### src/rtl/pipe_riscv_pkg.sv
// Shared definitions for the pipelined core: opcode/type encodings and the
// fetch-queue entry layout.
package pipe_riscv_pkg;

  localparam int unsigned FQ_AW = 16;
  localparam int unsigned FQ_DW = 16;

  localparam logic [3:0] OP_ADD  = 4'h0;
  localparam logic [3:0] OP_SUB  = 4'h1;
  localparam logic [3:0] OP_AND  = 4'h2;
  localparam logic [3:0] OP_OR   = 4'h3;
  localparam logic [3:0] OP_ADDI = 4'h4;
  localparam logic [3:0] OP_LW   = 4'h5;
  localparam logic [3:0] OP_SW   = 4'h6;
  localparam logic [3:0] OP_BEQZ = 4'h7;
  localparam logic [3:0] OP_HLT  = 4'hF;

  typedef enum logic [2:0] {
    RR_ALU,
    RI_ALU,
    LOAD,
    STORE,
    BRANCH,
    HALT
  } instr_type_e;

  typedef struct packed {
    logic [FQ_DW-1:0] ir;
    logic [FQ_AW-1:0] npc;
  } fq_entry_t;

endpackage

### src/rtl/fq_sync_fifo.sv
// Synchronous FIFO with a synchronous clear that wins over push/pop.
// Head is a direct read of the oldest slot; occupancy is exported as count.
module fq_sync_fifo #(
  parameter int unsigned DEPTH = 4,
  parameter int unsigned WIDTH = 32
) (
  input  logic                     clk,
  input  logic                     rst,
  input  logic                     push,
  input  logic                     pop,
  input  logic                     clear,
  input  logic [WIDTH-1:0]         din,
  output logic                     full,
  output logic                     empty,
  output logic [$clog2(DEPTH):0]   count,
  output logic [WIDTH-1:0]         head
);
  localparam int unsigned PW = $clog2(DEPTH);
  localparam int unsigned CW = PW + 1;

  logic [WIDTH-1:0] mem_q [DEPTH];
  logic [PW-1:0]    wr_ptr_q, wr_ptr_d;
  logic [PW-1:0]    rd_ptr_q, rd_ptr_d;
  logic [CW-1:0]    count_q, count_d;
  logic             do_push, do_pop;

  assign empty = (count_q == '0);
  assign full  = (count_q == CW'(DEPTH));
  assign count = count_q;
  assign head  = mem_q[rd_ptr_q];

  // Pointer and occupancy next-state; clear empties the queue outright.
  always_comb begin
    do_push  = push && !clear;
    do_pop   = pop && !empty && !clear;
    wr_ptr_d = wr_ptr_q;
    rd_ptr_d = rd_ptr_q;
    count_d  = count_q;
    if (clear) begin
      wr_ptr_d = '0;
      rd_ptr_d = '0;
      count_d  = '0;
    end else begin
      if (do_push) wr_ptr_d = wr_ptr_q + PW'(1);
      if (do_pop)  rd_ptr_d = rd_ptr_q + PW'(1);
      count_d = count_q + CW'(do_push) - CW'(do_pop);
    end
  end

  // Control state register.
  always_ff @(posedge clk) begin
    if (rst) begin
      wr_ptr_q <= '0;
      rd_ptr_q <= '0;
      count_q  <= '0;
    end else begin
      wr_ptr_q <= wr_ptr_d;
      rd_ptr_q <= rd_ptr_d;
      count_q  <= count_d;
    end
  end

  // Storage write; contents need no reset since count gates visibility.
  always_ff @(posedge clk) begin
    if (!rst && do_push) mem_q[wr_ptr_q] <= din;
  end

endmodule

### src/rtl/pipe_fetch_queue.sv
// Instruction prefetch queue: issues in-order word fetches with credit-based
// flow control, buffers responses with their NPC, and squashes stale
// in-flight responses after a taken-branch redirect.
module pipe_fetch_queue
  import pipe_riscv_pkg::*;
#(
  parameter int unsigned DEPTH    = 4,
  parameter int unsigned AW       = 16,
  parameter int unsigned DW       = 16,
  parameter logic [AW-1:0] RESET_PC = 16'h0000
) (
  input  logic          clk,
  input  logic          rst,
  input  logic          halt,
  input  logic          redirect_valid,
  input  logic [AW-1:0] redirect_pc,
  output logic          imem_req_valid,
  input  logic          imem_req_ready,
  output logic [AW-1:0] imem_addr,
  input  logic          imem_rsp_valid,
  input  logic [DW-1:0] imem_rsp_data,
  output logic          if_valid,
  input  logic          if_ready,
  output logic [DW-1:0] if_ir,
  output logic [AW-1:0] if_npc
);
  localparam int unsigned CW = $clog2(DEPTH) + 1;
  localparam logic [CW:0] LIMIT = (CW+1)'(DEPTH);

  logic [AW-1:0] pc_q, pc_d;
  logic [AW-1:0] rsp_pc_q, rsp_pc_d;
  logic [CW-1:0] inflight_q, inflight_d;
  logic [CW-1:0] drop_q, drop_d;

  logic          accept;
  logic [CW:0]   outstanding;
  logic          fifo_push, fifo_pop, fifo_full, fifo_empty;
  logic [CW-1:0] fifo_count;
  fq_entry_t     push_entry, head_entry;

  fq_sync_fifo #(
    .DEPTH (DEPTH),
    .WIDTH ($bits(fq_entry_t))
  ) u_fifo (
    .clk   (clk),
    .rst   (rst),
    .push  (fifo_push),
    .pop   (fifo_pop),
    .clear (redirect_valid),
    .din   (push_entry),
    .full  (fifo_full),
    .empty (fifo_empty),
    .count (fifo_count),
    .head  (head_entry)
  );

  assign imem_addr = pc_q;
  assign if_valid  = !fifo_empty;
  assign if_ir     = if_valid ? head_entry.ir  : '0;
  assign if_npc    = if_valid ? head_entry.npc : '0;
  assign fifo_pop  = if_valid && if_ready && !redirect_valid;

  // Issue credit, response accounting and redirect handling.
  always_comb begin
    pc_d       = pc_q;
    rsp_pc_d   = rsp_pc_q;
    inflight_d = inflight_q;
    drop_d     = drop_q;
    fifo_push  = 1'b0;
    push_entry = '{ir: imem_rsp_data, npc: rsp_pc_q + AW'(1)};

    outstanding    = {1'b0, fifo_count} + {1'b0, inflight_q};
    imem_req_valid = !rst && !halt && !redirect_valid && (outstanding < LIMIT);
    accept         = imem_req_valid && imem_req_ready;

    if (redirect_valid) begin
      pc_d       = redirect_pc;
      rsp_pc_d   = redirect_pc;
      inflight_d = inflight_q - CW'(imem_rsp_valid);
      // inflight already includes earlier stale requests, so the surviving
      // in-flight count alone is the new drop count (no double counting on
      // back-to-back redirects).
      drop_d     = inflight_d;
    end else begin
      if (accept) pc_d = pc_q + AW'(1);
      inflight_d = inflight_q + CW'(accept) - CW'(imem_rsp_valid);
      if (imem_rsp_valid) begin
        if (drop_q != '0) begin
          drop_d = drop_q - CW'(1);
        end else begin
          fifo_push = 1'b1;
          rsp_pc_d  = rsp_pc_q + AW'(1);
        end
      end
    end
  end

  // Fetch state register.
  always_ff @(posedge clk) begin
    if (rst) begin
      pc_q       <= RESET_PC;
      rsp_pc_q   <= RESET_PC;
      inflight_q <= '0;
      drop_q     <= '0;
    end else begin
      pc_q       <= pc_d;
      rsp_pc_q   <= rsp_pc_d;
      inflight_q <= inflight_d;
      drop_q     <= drop_d;
    end
  end

  a_no_overflow: assert property (@(posedge clk) disable iff (rst)
    !(fifo_push && fifo_full));

endmodule

### config.mk
export PLATFORM = sky130hd
export DESIGN_NAME = pipe_fetch_queue
export DESIGN_NICKNAME = d
export VERILOG_FILES = /design/src/rtl/pipe_riscv_pkg.sv /design/src/rtl/fq_sync_fifo.sv /design/src/rtl/pipe_fetch_queue.sv
export SDC_FILE = /design/constraint.sdc
export NUM_CORES = 1
export LEC_CHECK = 0
export BUFFER_PORTS_ARGS = -buffer_cell sky130_fd_sc_hd__buf_4
export CAP_MARGIN = 10
export CELL_PAD_IN_SITES_DETAIL_PLACEMENT = 2
export CELL_PAD_IN_SITES_GLOBAL_PLACEMENT = 2
export CORE_MARGIN = 2
export CORE_UTILIZATION = 40
export DETAILED_ROUTE_END_ITERATION = 16
export HOLD_SLACK_MARGIN = 0.15
export PLACE_DENSITY = 0.79
export SLEW_MARGIN = 0
export SYNTH_ARGS = -nofsm -noshare
export SYNTH_HDL_FRONTEND = slang
export SYNTH_HIERARCHICAL = 1
export SYNTH_SLANG_ARGS = --single-unit
### constraint.sdc
create_clock -name clk -period 3.2 [get_ports clk]
set_input_delay 0.64 -clock clk [delete_from_list [all_inputs] [get_ports clk]]
set_output_delay 0.64 -clock clk [all_outputs]
set_load 0.02 [all_outputs]
; ---- Yosys cells after proc, flatten, opt, wreduce, memory -nomap -nowiden
; Memories as Yosys holds them, arrays and structs flattened. A register that Yosys moved wholly into a read port is not among the register bits.
; Index checks and enable logic that the tools add are counted.
[word_totals]
ff_bits = 45
ramBits = 128
input_bits = 39
word_cells = 61
n_memories = 1
[classes]
add_sub_neg = 11
magnitude_cmp = 1
eq_ne = 1
mux = 18
reduce_logical = 22
[memory_table]
columns = name, words, word_bits, read_ports, rd_clocked_by_memory_dff, write_ports, line
row1 = u_fifo.mem_q, 4, 32, 1, 1, 1, fq_sync_fifo.sv:21  ; logic [WIDTH-1:0] mem_q [DEPTH];
[ops]
columns = op, n
row1 = $mux W16, 7
row2 = $add A16 B1 Y16 const B, 2
row3 = $mux W3, 4
row4 = $logic_and A1 B1 Y1, 10
row5 = $sub A3 B1 Y3, 3
row6 = $add A3 B1 Y3, 2
row7 = $reduce_bool A2 Y1, 3
row8 = $mux W1, 5
row9 = $add A2 B1 Y2 const B, 2
row10 = $add A3 B3 Y4, 1
row11 = $logic_not A1 Y1, 4
row12 = $lt A4 B3 Y1 const B, 1
row13 = $mux W2, 2
row14 = $reduce_and A2 Y1, 2
row15 = $logic_not A3 Y1, 1
row16 = $reduce_bool A3 Y1, 1
row17 = $sub A3 B1 Y3 const B, 1
row18 = $ne A2 B2 Y1 const B, 1
row19 = $reduce_or A2 Y1, 1

; ---- Depth between registers and ports, before layout
[logic_depth]
depth_word = 8
ltp_mapped = 14
depth_no_buf = 12

; ---- Hierarchy
; Netlist, hierarchy kept.
[modules_own_cells]
columns = module, n_inst, cells_per_inst, area_per_inst_um2, seq_area_each_um2
row1 = fq_sync_fifo, 1, 215, 5154.9, 4023.9
row2 = pipe_fetch_queue, 1, 348, 2671.3, 760.7

; ---- Worst setup path after synthesis
; OpenSTA, ideal clock, no wires.
[synth_timing]
path_type = input port to flip-flop
startpoint = input redirect_valid
endpoint = register u_fifo.count_q[2] (netlist: u_fifo/count[2])
t_arrival_ns = 2.845
slack_ns = 0.224
stages = 14
path_buffers = 3
cell_sequence = clkbuf_1 -> inv_1 -> clkbuf_1 -> clkbuf_1 -> and3_1 -> o31ai_2 -> nor2_1 -> ha_1 -> inv_1 -> ha_1 -> inv_1 -> fa_1 -> xnor3_1 -> nor3_1
[synth_via]
elab_chain_len = 5
elab_cells_between_ends = 9
cone_classes = 2 x add/sub / 1 x mux / 6 x reduce/logical
[synth_lines]
columns = element, line
row1 = "start, declared", pipe_fetch_queue.sv:15  ; input logic redirect_valid,
row2 = $logic_not A1 Y1, pipe_fetch_queue.sv:61  ; assign fifo_pop = if_valid && if_ready && !redirect_valid;
row3 = $logic_and A1 B1 Y1, pipe_fetch_queue.sv:61
row4 = net fifo_pop, pipe_fetch_queue.sv:37  ; logic fifo_push, fifo_pop, fifo_full, fifo_empty;
row5 = $logic_and A1 B1 Y1 (2 in a row), fq_sync_fifo.sv:35  ; do_pop = pop && !empty && !clear;
row6 = net u_fifo.do_pop, fq_sync_fifo.sv:25  ; logic do_push, do_pop;
row7 = $sub A3 B1 Y3, fq_sync_fifo.sv:46  ; count_d = count_q + CW'(do_push) - CW'(do_pop);
row8 = "end signal, assigned", fq_sync_fifo.sv:59  ; count_q <= count_d;
row9 = "end, declared", fq_sync_fifo.sv:24  ; logic [CW-1:0] count_q, count_d;
; The timed path passes the listed nets, and every way through them passes these cells.
; A chain may end at the register's enable or synchronous reset.

==> flow_summary.toml <==
[status]
outcome = "finished clean"

[critical_path]
critPathKind = "flop to output port"
cp_data_required_time_ns = 2.56
crit_top_cell = "buf_4"
start_kind = "flop"
cp-end-kind = "output port"
r2r_cells = 12
crit_path_cell_trace = "buf_4 -> mux4_2 -> nor2b_1 -> buf_4"
worstPathArrival_ns = 2.19
crit_end = "if_ir[2]"
cp_slowest_stage_delay_ns = 0.61
r2r_slack_ns = 0.39
r2r-end = "inflight_q[2]$_SDFF_PP0_"
r2r-start = "u_fifo/count[1]$_SDFF_PP0_"
cp_max_fo = 12
worst_path_max_delay_cell = "dfxtp_2"

[clocking]
post-cts-setup-buffer-count = 0
clock-root-buffer = "clkbuf_16"
clk_latency_ns = 0.43
cts_max_path_buffers = 2
htreeDepth = 4
cts_buffers = 17
clock-sinks = 175
ctsResizeCount = 0
cts_tree = "built"
clk_pin_slew_ns = 0.07
hold_buffers = 0

[route]
drt_pass1_iterations = 6
avgViaCountPerCell = 5.49
wl_um = 21200
antenna_left = 0
drtIter0Drc = 174
vias = 5113
drc = 0
routedWlPerCell_um = 22.8

[floorplanning]
ios = 89
die_h_um = 144
fp.dieArea_um2 = 20700
row_count = 51
core_area_um2 = 19300
initial_core_util_pct = 40.4
die_w_um = 144

[placement]
place.port_buffers = 88
place_hpwl_um = 13900
place.gp.congestion = 0.786

[sta]
slew_headroom_pct = 41.4
clock_skew_ns = 0.0145
setup_violations = 0
slew_viol_final = 0
tightest_slew_ns = 0.867
clock.fmax_mhz = 353
tns_ns = 0
grt_setup_unrepaired = "false"
period_minus_slack_ns = 2.83
min_period_over_period_pct = 88.6
finalHoldViolCount = 0

[power]
power.density_nw_per_um2 = 531
peakVddDrop_mv = 0.303
pwr-share-seq_pct = 51.5
p_switching_mw = 1.16
switching_share_pct = 23.5
power.leakage_nw = 3.27
clockPowerShare_pct = 41.0
p_int_mw = 3.79
pwr-share-comb_pct = 7.5

[grt]
grt_usage_pct = 21.4
grt_overflow = 0
grt_util_met2_pct = 39.3
met3_usage_pct = 3.73
grt_pass1_vias = 5695
antenna_found_initial = 0
met1_usage_pct = 25.5
grt_max_degree = 41
busiest_layer = "met2"
grt_pass1_wl_um = 32700

[synthesis]
synthCells = 562
synth_area_um2 = 7820
synth.net_count = 619
synth_warnings = 6
post_synth.cell_area_avg_um2 = 13.9

[layout]
nets = 710
fill_cells = 1843
drive_above_1_share_pct = 25.7
diodes = 0
syn2layout_area_growth_pct = 19.3
post-route-util_pct = 48.2

[run]
maxCapViolations = 0

[worst_hold_path]
worstHoldPathType = "input pin to flop"
==> per-layer routing <==
metal	routed length (um)	part of all wire (%)
met1	8880	42
met2	11300	53
met3	639	3.0
met4	366	1.7
met5	0	0
==> area by class of cell <==
type	instances	area, um2	share of cell area (%)
Timing Repair Buffer	104	793	8.51
Sequential cell	175	4790	51.3
Clock buffer	18	429	4.60
Clock inverter	14	141	1.52
Multi-Input combinational cell	339	2790	29.9
Tap cell	265	332	3.56
Inverter	16	60.1	0.644
==> flip-flops by register name, summed over array words and instances (netlist names), named ones only <==
name             cells
u_fifo/mem_q       128
imem_addr           16
rsp_pc_q            16
drop_q               3
inflight_q           3
u_fifo/count         3
u_fifo/rd_ptr_q      2
u_fifo/wr_ptr_q      2
==> cells in the final DEF (no fill, tap or decap), drive strengths merged, types with 15 or more instances in the layout <==
cell type	n
ha	16
a21oi	15
dfxtp	47
nand3	17
inv	19
nor2b	35
clkbuf	18
nor2	26
buf	104
edfxtp	128
mux4	32
nor3	15
nand2	35
==> how the worst min path moves through the flow <==
stage | start | to | slack [ns] | cells after the start
2_1_floorplan | rsp_pc_q[1]$_SDFFE_PP0P_ | rsp_pc_q[1]$_SDFFE_PP0P_ | 0.49 | 2
3_3_place_gp | rsp_pc_q[1]$_SDFFE_PP0P_ | rsp_pc_q[1]$_SDFFE_PP0P_ | 0.52 | 2
3_5_place_dp | imem_addr[5]$_SDFFE_PP0P_ | imem_addr[5]$_SDFFE_PP0P_ | 0.53 | 2
4_1_cts | imem_rsp_data[3] | u_fifo/mem_q[0][19]$_DFFE_PP_ | 0.40 | 1
5_1_grt | imem_rsp_data[3] | u_fifo/mem_q[0][19]$_DFFE_PP_ | 0.41 | 1
6_report | imem_rsp_data[8] | u_fifo/mem_q[2][24]$_DFFE_PP_ | 0.42 | 1
==> power groups by stage <==
stage / sequential (mW) / clock (mW) / combinational (mW)
3_3_place_gp: 2.59 / 0 / 0.344
3_5_place_dp: 2.60 / 0 / 0.373
2_1_floorplan: 2.59 / 0 / 0.206
6_report: 2.55 / 2.03 / 0.371
4_1_cts: 2.55 / 2.09 / 0.380
5_1_grt: 2.56 / 2.15 / 0.413
==> metrics by stage <==
step | setup WS [ns] | std cells | hold slack, ns | area, um2 | power (mW)
2_1_floorplan | 0.225 | 562 | 0.490 | 7820 | 2.79
3_3_place_gp | 0.304 | 899 | 0.519 | 8760 | 2.93
3_5_place_dp | 0.193 | 899 | 0.535 | 8760 | 2.97
4_1_cts | 0.290 | 931 | 0.401 | 9330 | 5.02
5_1_grt | 0.216 | 931 | 0.405 | 9330 | 5.12
6_report | 0.366 | 931 | 0.420 | 9330 | 4.95
==> worst max-delay path, delay by kind of cell (launching register included) <==
kind          cells  cell delay, ns
buf+inv           2            0.47
flops             1            0.61
mux               1            0.54
simple gates      1            0.15
(Power assumes the default switching activity.)
